File: src/rtl/alu_issue_pkg.sv
// rtl/alu_issue_pkg.sv - shared opcodes, instruction field positions and widths for the ALU issue stage
package alu_issue_pkg;

  localparam int DATA_W  = 32;
  localparam int N_REGS  = 32;
  localparam int REG_W   = 5;
  localparam int STALL_W = 16;
  localparam int INSTR_W = 32;

  localparam int OPC_HI  = 31;
  localparam int OPC_LO  = 27;
  localparam int RD_HI   = 26;
  localparam int RD_LO   = 22;
  localparam int RS_HI   = 21;
  localparam int RS_LO   = 17;
  localparam int IMM_SEL = 16;
  localparam int RT_HI   = 15;
  localparam int RT_LO   = 11;
  localparam int IMM_HI  = 15;
  localparam int IMM_LO  = 0;

  typedef enum logic [4:0] {
    OP_ADD = 5'd0,
    OP_SUB = 5'd1,
    OP_MPY = 5'd2,
    OP_AND = 5'd3,
    OP_OR  = 5'd4,
    OP_XOR = 5'd5,
    OP_SHL = 5'd6,
    OP_SRA = 5'd7,
    OP_SRL = 5'd8,
    OP_MOV = 5'd9
  } opcode_e;

  // Legal opcodes are contiguous from zero, so one compare covers the set.
  function automatic logic is_legal(input logic [4:0] op);
    return op <= OP_MOV;
  endfunction

endpackage

File: src/rtl/alu_scoreboard.sv
// rtl/alu_scoreboard.sv - pending-destination bits with set-wins update and hazard lookups
module alu_scoreboard
  import alu_issue_pkg::*;
#(
  parameter int NREGS = N_REGS
) (
  input  logic             i_clk,
  input  logic             i_rst_n,
  input  logic             i_set_en,
  input  logic [REG_W-1:0] i_set_addr,
  input  logic             i_clr_en,
  input  logic [REG_W-1:0] i_clr_addr,
  input  logic [REG_W-1:0] i_q_rs,
  input  logic [REG_W-1:0] i_q_rt,
  input  logic [REG_W-1:0] i_q_rd,
  output logic             o_busy_rs,
  output logic             o_busy_rt,
  output logic             o_busy_rd,
  output logic [NREGS-1:0] o_pending
);

  logic [NREGS-1:0] r_pending;
  logic [NREGS-1:0] w_set_mask;
  logic [NREGS-1:0] w_clr_mask;

  always_comb begin
    w_set_mask = '0;
    w_clr_mask = '0;
    if (i_set_en) w_set_mask[i_set_addr] = 1'b1;
    if (i_clr_en) w_clr_mask[i_clr_addr] = 1'b1;
  end

  // Set is OR-ed after the clear so a same-cycle issue to a retiring register stays pending.
  always_ff @(posedge i_clk or negedge i_rst_n) begin
    if (!i_rst_n) r_pending <= '0;
    else          r_pending <= (r_pending & ~w_clr_mask) | w_set_mask;
  end

  // A writeback landing this cycle resolves the lookup for its register.
  assign o_busy_rs = r_pending[i_q_rs] && !(i_clr_en && (i_clr_addr == i_q_rs));
  assign o_busy_rt = r_pending[i_q_rt] && !(i_clr_en && (i_clr_addr == i_q_rt));
  assign o_busy_rd = r_pending[i_q_rd] && !(i_clr_en && (i_clr_addr == i_q_rd));
  assign o_pending = r_pending;

endmodule

File: src/rtl/alu_issue.sv
// rtl/alu_issue.sv - decode/issue stage: decode, register read with bypass, hazard stall, registered ALU bundle
module alu_issue
  import alu_issue_pkg::*;
#(
  parameter int WIDTH  = DATA_W,
  parameter int NREGS  = N_REGS,
  parameter int STALLW = STALL_W
) (
  input  logic               i_clk,
  input  logic               i_rst_n,
  input  logic               i_in_valid,
  output logic               o_in_ready,
  input  logic [INSTR_W-1:0] i_in_instr,
  output logic [REG_W-1:0]   o_rf_raddr_a,
  output logic [REG_W-1:0]   o_rf_raddr_b,
  input  logic [WIDTH-1:0]   i_rf_rdata_a,
  input  logic [WIDTH-1:0]   i_rf_rdata_b,
  input  logic               i_wb_valid,
  input  logic [REG_W-1:0]   i_wb_addr,
  input  logic [WIDTH-1:0]   i_wb_data,
  output logic               o_out_valid,
  input  logic               i_out_ready,
  output logic [4:0]         o_out_opcode,
  output logic [WIDTH-1:0]   o_out_data_a,
  output logic [WIDTH-1:0]   o_out_data_b,
  output logic [REG_W-1:0]   o_out_rd,
  output logic               o_illegal_op,
  output logic [STALLW-1:0]  o_stall_count
);

  logic [4:0]        w_opcode;
  logic [REG_W-1:0]  w_rd, w_rs, w_rt;
  logic              w_imm_sel;
  logic [15:0]       w_imm;
  logic              w_legal, w_uses_rt;
  logic              w_busy_rs, w_busy_rt, w_busy_rd, w_hazard;
  logic              w_take, w_accept, w_drop;
  logic [WIDTH-1:0]  w_opnd_a, w_byp_b, w_opnd_b;
  logic [NREGS-1:0]  w_pending;

  logic              r_out_valid;
  logic [4:0]        r_out_opcode;
  logic [WIDTH-1:0]  r_out_data_a, r_out_data_b;
  logic [REG_W-1:0]  r_out_rd;
  logic              r_illegal_op;
  logic [STALLW-1:0] r_stall_count;

  assign w_opcode  = i_in_instr[OPC_HI:OPC_LO];
  assign w_rd      = i_in_instr[RD_HI:RD_LO];
  assign w_rs      = i_in_instr[RS_HI:RS_LO];
  assign w_rt      = i_in_instr[RT_HI:RT_LO];
  assign w_imm_sel = i_in_instr[IMM_SEL];
  assign w_imm     = i_in_instr[IMM_HI:IMM_LO];

  assign w_legal   = is_legal(w_opcode);
  assign w_uses_rt = !w_imm_sel && (w_opcode != OP_MOV);

  assign o_rf_raddr_a = w_rs;
  assign o_rf_raddr_b = w_rt;

  alu_scoreboard #(.NREGS(NREGS)) u_sb (
    .i_clk      (i_clk),
    .i_rst_n    (i_rst_n),
    .i_set_en   (w_accept),
    .i_set_addr (w_rd),
    .i_clr_en   (i_wb_valid),
    .i_clr_addr (i_wb_addr),
    .i_q_rs     (w_rs),
    .i_q_rt     (w_rt),
    .i_q_rd     (w_rd),
    .o_busy_rs  (w_busy_rs),
    .o_busy_rt  (w_busy_rt),
    .o_busy_rd  (w_busy_rd),
    .o_pending  (w_pending)
  );

  // Hazard is left ungated by in_valid so ready depends only on the instruction and downstream.
  assign w_hazard   = w_busy_rs || (w_uses_rt && w_busy_rt) || w_busy_rd;
  assign o_in_ready = (!r_out_valid || i_out_ready) && !w_hazard;
  assign w_take     = i_in_valid && o_in_ready;
  assign w_accept   = w_take && w_legal;
  assign w_drop     = w_take && !w_legal;

  assign w_opnd_a = (i_wb_valid && (i_wb_addr == w_rs)) ? i_wb_data : i_rf_rdata_a;
  assign w_byp_b  = (i_wb_valid && (i_wb_addr == w_rt)) ? i_wb_data : i_rf_rdata_b;
  assign w_opnd_b = w_imm_sel ? {{(WIDTH-16){w_imm[15]}}, w_imm} : w_byp_b;

  always_ff @(posedge i_clk or negedge i_rst_n) begin
    if (!i_rst_n) begin
      r_out_valid  <= 1'b0;
      r_out_opcode <= '0;
      r_out_data_a <= '0;
      r_out_data_b <= '0;
      r_out_rd     <= '0;
    end else if (w_accept) begin
      r_out_valid  <= 1'b1;
      r_out_opcode <= w_opcode;
      r_out_data_a <= w_opnd_a;
      r_out_data_b <= w_opnd_b;
      r_out_rd     <= w_rd;
    end else if (i_out_ready) begin
      r_out_valid  <= 1'b0;
    end
  end

  always_ff @(posedge i_clk or negedge i_rst_n) begin
    if (!i_rst_n) begin
      r_illegal_op  <= 1'b0;
      r_stall_count <= '0;
    end else begin
      r_illegal_op <= w_drop;
      if (i_in_valid && w_hazard && (r_stall_count != {STALLW{1'b1}}))
        r_stall_count <= r_stall_count + 1'b1;
    end
  end

  assign o_out_valid   = r_out_valid;
  assign o_out_opcode  = r_out_opcode;
  assign o_out_data_a  = r_out_data_a;
  assign o_out_data_b  = r_out_data_b;
  assign o_out_rd      = r_out_rd;
  assign o_illegal_op  = r_illegal_op;
  assign o_stall_count = r_stall_count;

endmodule

File: config.mk
export PLATFORM = sky130hd
export DESIGN_NAME = alu_issue
export DESIGN_NICKNAME = d
export VERILOG_FILES = /design/src/rtl/alu_issue_pkg.sv /design/src/rtl/alu_scoreboard.sv /design/src/rtl/alu_issue.sv
export SDC_FILE = /design/constraint.sdc
export NUM_CORES = 1
export LEC_CHECK = 0
export BUFFER_PORTS_ARGS = -buffer_cell sky130_fd_sc_hd__buf_4
export CORE_UTILIZATION = 45
export CTS_CLUSTER_DIAMETER = 100
export DETAILED_ROUTE_END_ITERATION = 7
export GPL_ROUTABILITY_DRIVEN = 0
export PLACE_DENSITY = 0.76
export SETUP_SLACK_MARGIN = 0.4
export SLEW_MARGIN = 20
export SYNTH_ARGS = -nofsm -noshare
export SYNTH_HDL_FRONTEND = slang
export SYNTH_SLANG_ARGS = --single-unit
export TNS_END_PERCENT = 10
File: constraint.sdc
create_clock -name i_clk -period 3.1 [get_ports i_clk]
set_input_delay 0.31 -clock i_clk [delete_from_list [all_inputs] [get_ports i_clk]]
set_output_delay 0.31 -clock i_clk [all_outputs]
set_load 0.01 [all_outputs]
==> impl_metrics.toml <==
[sta]
slew_violations = 0
clock-skew-final_ns = 0.007497
setup_viol = 0
hold_viol_final = 0
holdWs_ns = 0.1397
rsz0062_at_grt = "true"
tns_ns = 0
fin_crit_ns = 2.825
timing.final.crit_share_pct = 91.14
fmax_ghz = 0.3539
worst_slack_ns = 0.2747
worstMarginPinSlew_ns = 0.6789
slew_headroom_pct = 54.74

[critical_path]
r2r-end = "u_sb.o_pending[30]"
cp-start-kind = "flop"
r2r-start = "u_sb.o_pending[23]"
crit_path_start = "u_sb.o_pending[23]"
r2r_slack_ns = 0.27
arrival_ns = 3.14
worst_setup_path_end_kind = "flop"
crit_required_ns = 3.41
crit_type = "flop to flop"
worstPathMaxFanout = 15
crit_end = "u_sb.o_pending[30]"
r2r_cells = 10

[clock_network]
clock_path_buffers = 2
clkTransAtPathRegs_ns = 0.06
htreeDepth = 4
clock_sinks = 124
clk_latency_ns = 0.42
cts_buffers = 17
cts_root_buf = "clkbuf_16"
cts_tree = "yes"

[synthesis]
synth_top_area_share_pct = 43.46
syn_area_um2 = 7139
synth-edff-count = 0
yosysMostFrequentCell = "dfrtp_1"
synth-seq-cells = 124
synthTopCellsByArea = "dfrtp_1 43%, mux2_2 17%, mux2i_1 5.2%"
seq_area_frac_synth_pct = 43.46
synthDistinctLibCells = 42
synthFlopType = "dfrtp_1"
synth.largest_area_cell = "dfrtp_1"
synthArstFlopShare_pct = 100.0
synth_fp_nets = 780
synthTopCellsByCount = "124 x dfrtp_1, 108 x mux2_2, 48 x o21ai_0"
synth.avg_cell_area_um2 = 11.14
netlist_instances = 641
yosysWarningCount = 0

[hold_path]
min_path_type = "primary input to flop"

[layout]
final_nets = 997
drive_above_1_share_pct = 50.17
syn2layout_area_growth_pct = 39.19
diodes = 0

[run_status]
status = "finished, final reports clean"

[pwr]
power_density_nw_per_um2 = 640.8
power.total_uw = 6368
leakage_uw = 0.004478
vdd_drop_max_mv = 0.4460

[flow_run]
drv_cap = 0

[routing]
wirelength_um = 22850
drt-wirelength-per-cell_um = 21.12
viasPerCell = 5.750
drc = 0
first_pass_iters = 5
first_iter_violations = 462
antenna_left = 0
via_count = 6221

[global_routing]
met3_usage_pct = 10.23
antenna_found_initial = 0
grt_overflow = 0
grtUsageMet1_pct = 33.70
track_usage_pct = 27.21
busiest_layer = "met2"
grt_max_degree = 63
grt_pass1_wl_um = 33840
groute.layer.met2.usage_pct = 43.19
grt_pass1_vias = 6220

[floorplan]
die_y_um = 128.0
coreArea_um2 = 15310
fp.dieW_um = 128.0
start_util_pct = 46.62
io_pins = 241
fp-row-count = 45
dieArea_um2 = 16370

[placed_design]
dpl_worst_slack_ns = 0.2112
place_hpwl_um = 15130
port_buffers = 240
## layout by cell type (no fill, tap or decap), drive strengths merged, types with 14 or more instances in the layout
| cell | netlist | routed |
|---|---|---|
| xor2 | 23 | 23 |
| mux2 | 108 | 108 |
| o21ai | 49 | 49 |
| clkbuf | 33 | 24 |
| o31ai | 32 | 32 |
| nor2b | 22 | 22 |
| mux4 | 14 | 14 |
| nor2 | 25 | 25 |
| a211oi | 18 | 18 |
| nand2 | 29 | 29 |
| buf | 33 | 260 |
| mux2i | 37 | 37 |
| dfrtp | 124 | 124 |
## power breakdown
group	internal [uW]	switching (uW)	total, uW	leakage [uW]
clock network	1490	742	2230	0.000319
registers	2010	296	2310	0.00156
logic	1020	815	1830	0.00260
## cell families (layout without fill, tap and decap cells)
family | count (synthesis) | after routing | synth area share (%)
multiplexers | 159 | 159 | 26.64
AND/OR/NAND/NOR | 144 | 144 | 11.09
flip-flops | 124 | 124 | 43.46
AO/OA/AOI/OAI | 116 | 116 | 10.53
buffers and inverters | 67 | 297 | 4.416
XOR/XNOR | 30 | 30 | 3.680
adder cells (fa/ha/maj) | 1 | 1 | 0.1752
## worst min path at each step
| stage | startpoint | endpoint | slack, ns | cells past startpoint |
|---|---|---|---|---|
| after floorplan | i_rst_n | o_illegal_op | 0.01 | 0 |
| after global placement | i_rst_n | o_out_data_a[31] | 0.35 | 1 |
| after detailed placement | i_rst_n | o_out_data_a[30] | 0.35 | 1 |
| after CTS | i_in_instr[29] | o_out_opcode[2] | 0.12 | 2 |
| after global routing | i_in_instr[30] | o_out_opcode[3] | 0.12 | 2 |
| final | i_in_instr[30] | o_out_opcode[3] | 0.14 | 2 |
## area by class of cell
type	instances	area (um^2)
fill	1241	5378
multi-input combinational	450	3810
sequential	124	3103
timing repair buffer	264	2097
clock buffer	21	470.5
tap	211	264.0
clock inverter	11	188.9
inverter	1	3.754
## layer usage
metal,up-vias,wire (um)
li1,2786,-
met1,3025,9024
met2,363,10670
met5,-,0
met4,0,645
met3,47,2502
## through the flow
step           cells  utilization, %  area (um^2)
3_3_place_gp    1036           58.82         9009
3_5_place_dp    1036           58.82         9009
4_1_cts         1072           63.83         9776
2_1_floorplan    641               -         7146
5_1_grt         1082           64.89         9937
6_report        1082           64.89         9937
## sequential cells by signal (all words and copies together), names as in the netlist
register / cells
o_out_opcode: 5
u_sb.o_pending: 32
o_stall_count: 16
o_out_data_b: 32
o_illegal_op: 1
o_out_rd: 5
o_out_valid: 1
o_out_data_a: 32
## what timing repair did
item | 4_1_cts | 5_1_grt
pin swaps | 5 | 4
hold buffers | 1 | 0
hold endpoints to repair | 42 | 0
setup buffers | 3 | 5
gates resized for setup | 14 | 5
gates cloned | 0 | 5
endpoints found under the setup margin | 58 | 106
## worst max-delay path: stages, from the launching register on
cell and delay [ns]:
dfrtp_1 0.42, mux4_2 0.53, a2111oi_4 0.39, nor4_2 0.11, a211oi_4 0.26, buf_4 0.16, nand4_4 0.06, buf_4 0.20
buf_4 0.14, buf_6 0.16, o31ai_1 0.27
Power figures use the tool's default switching activity.
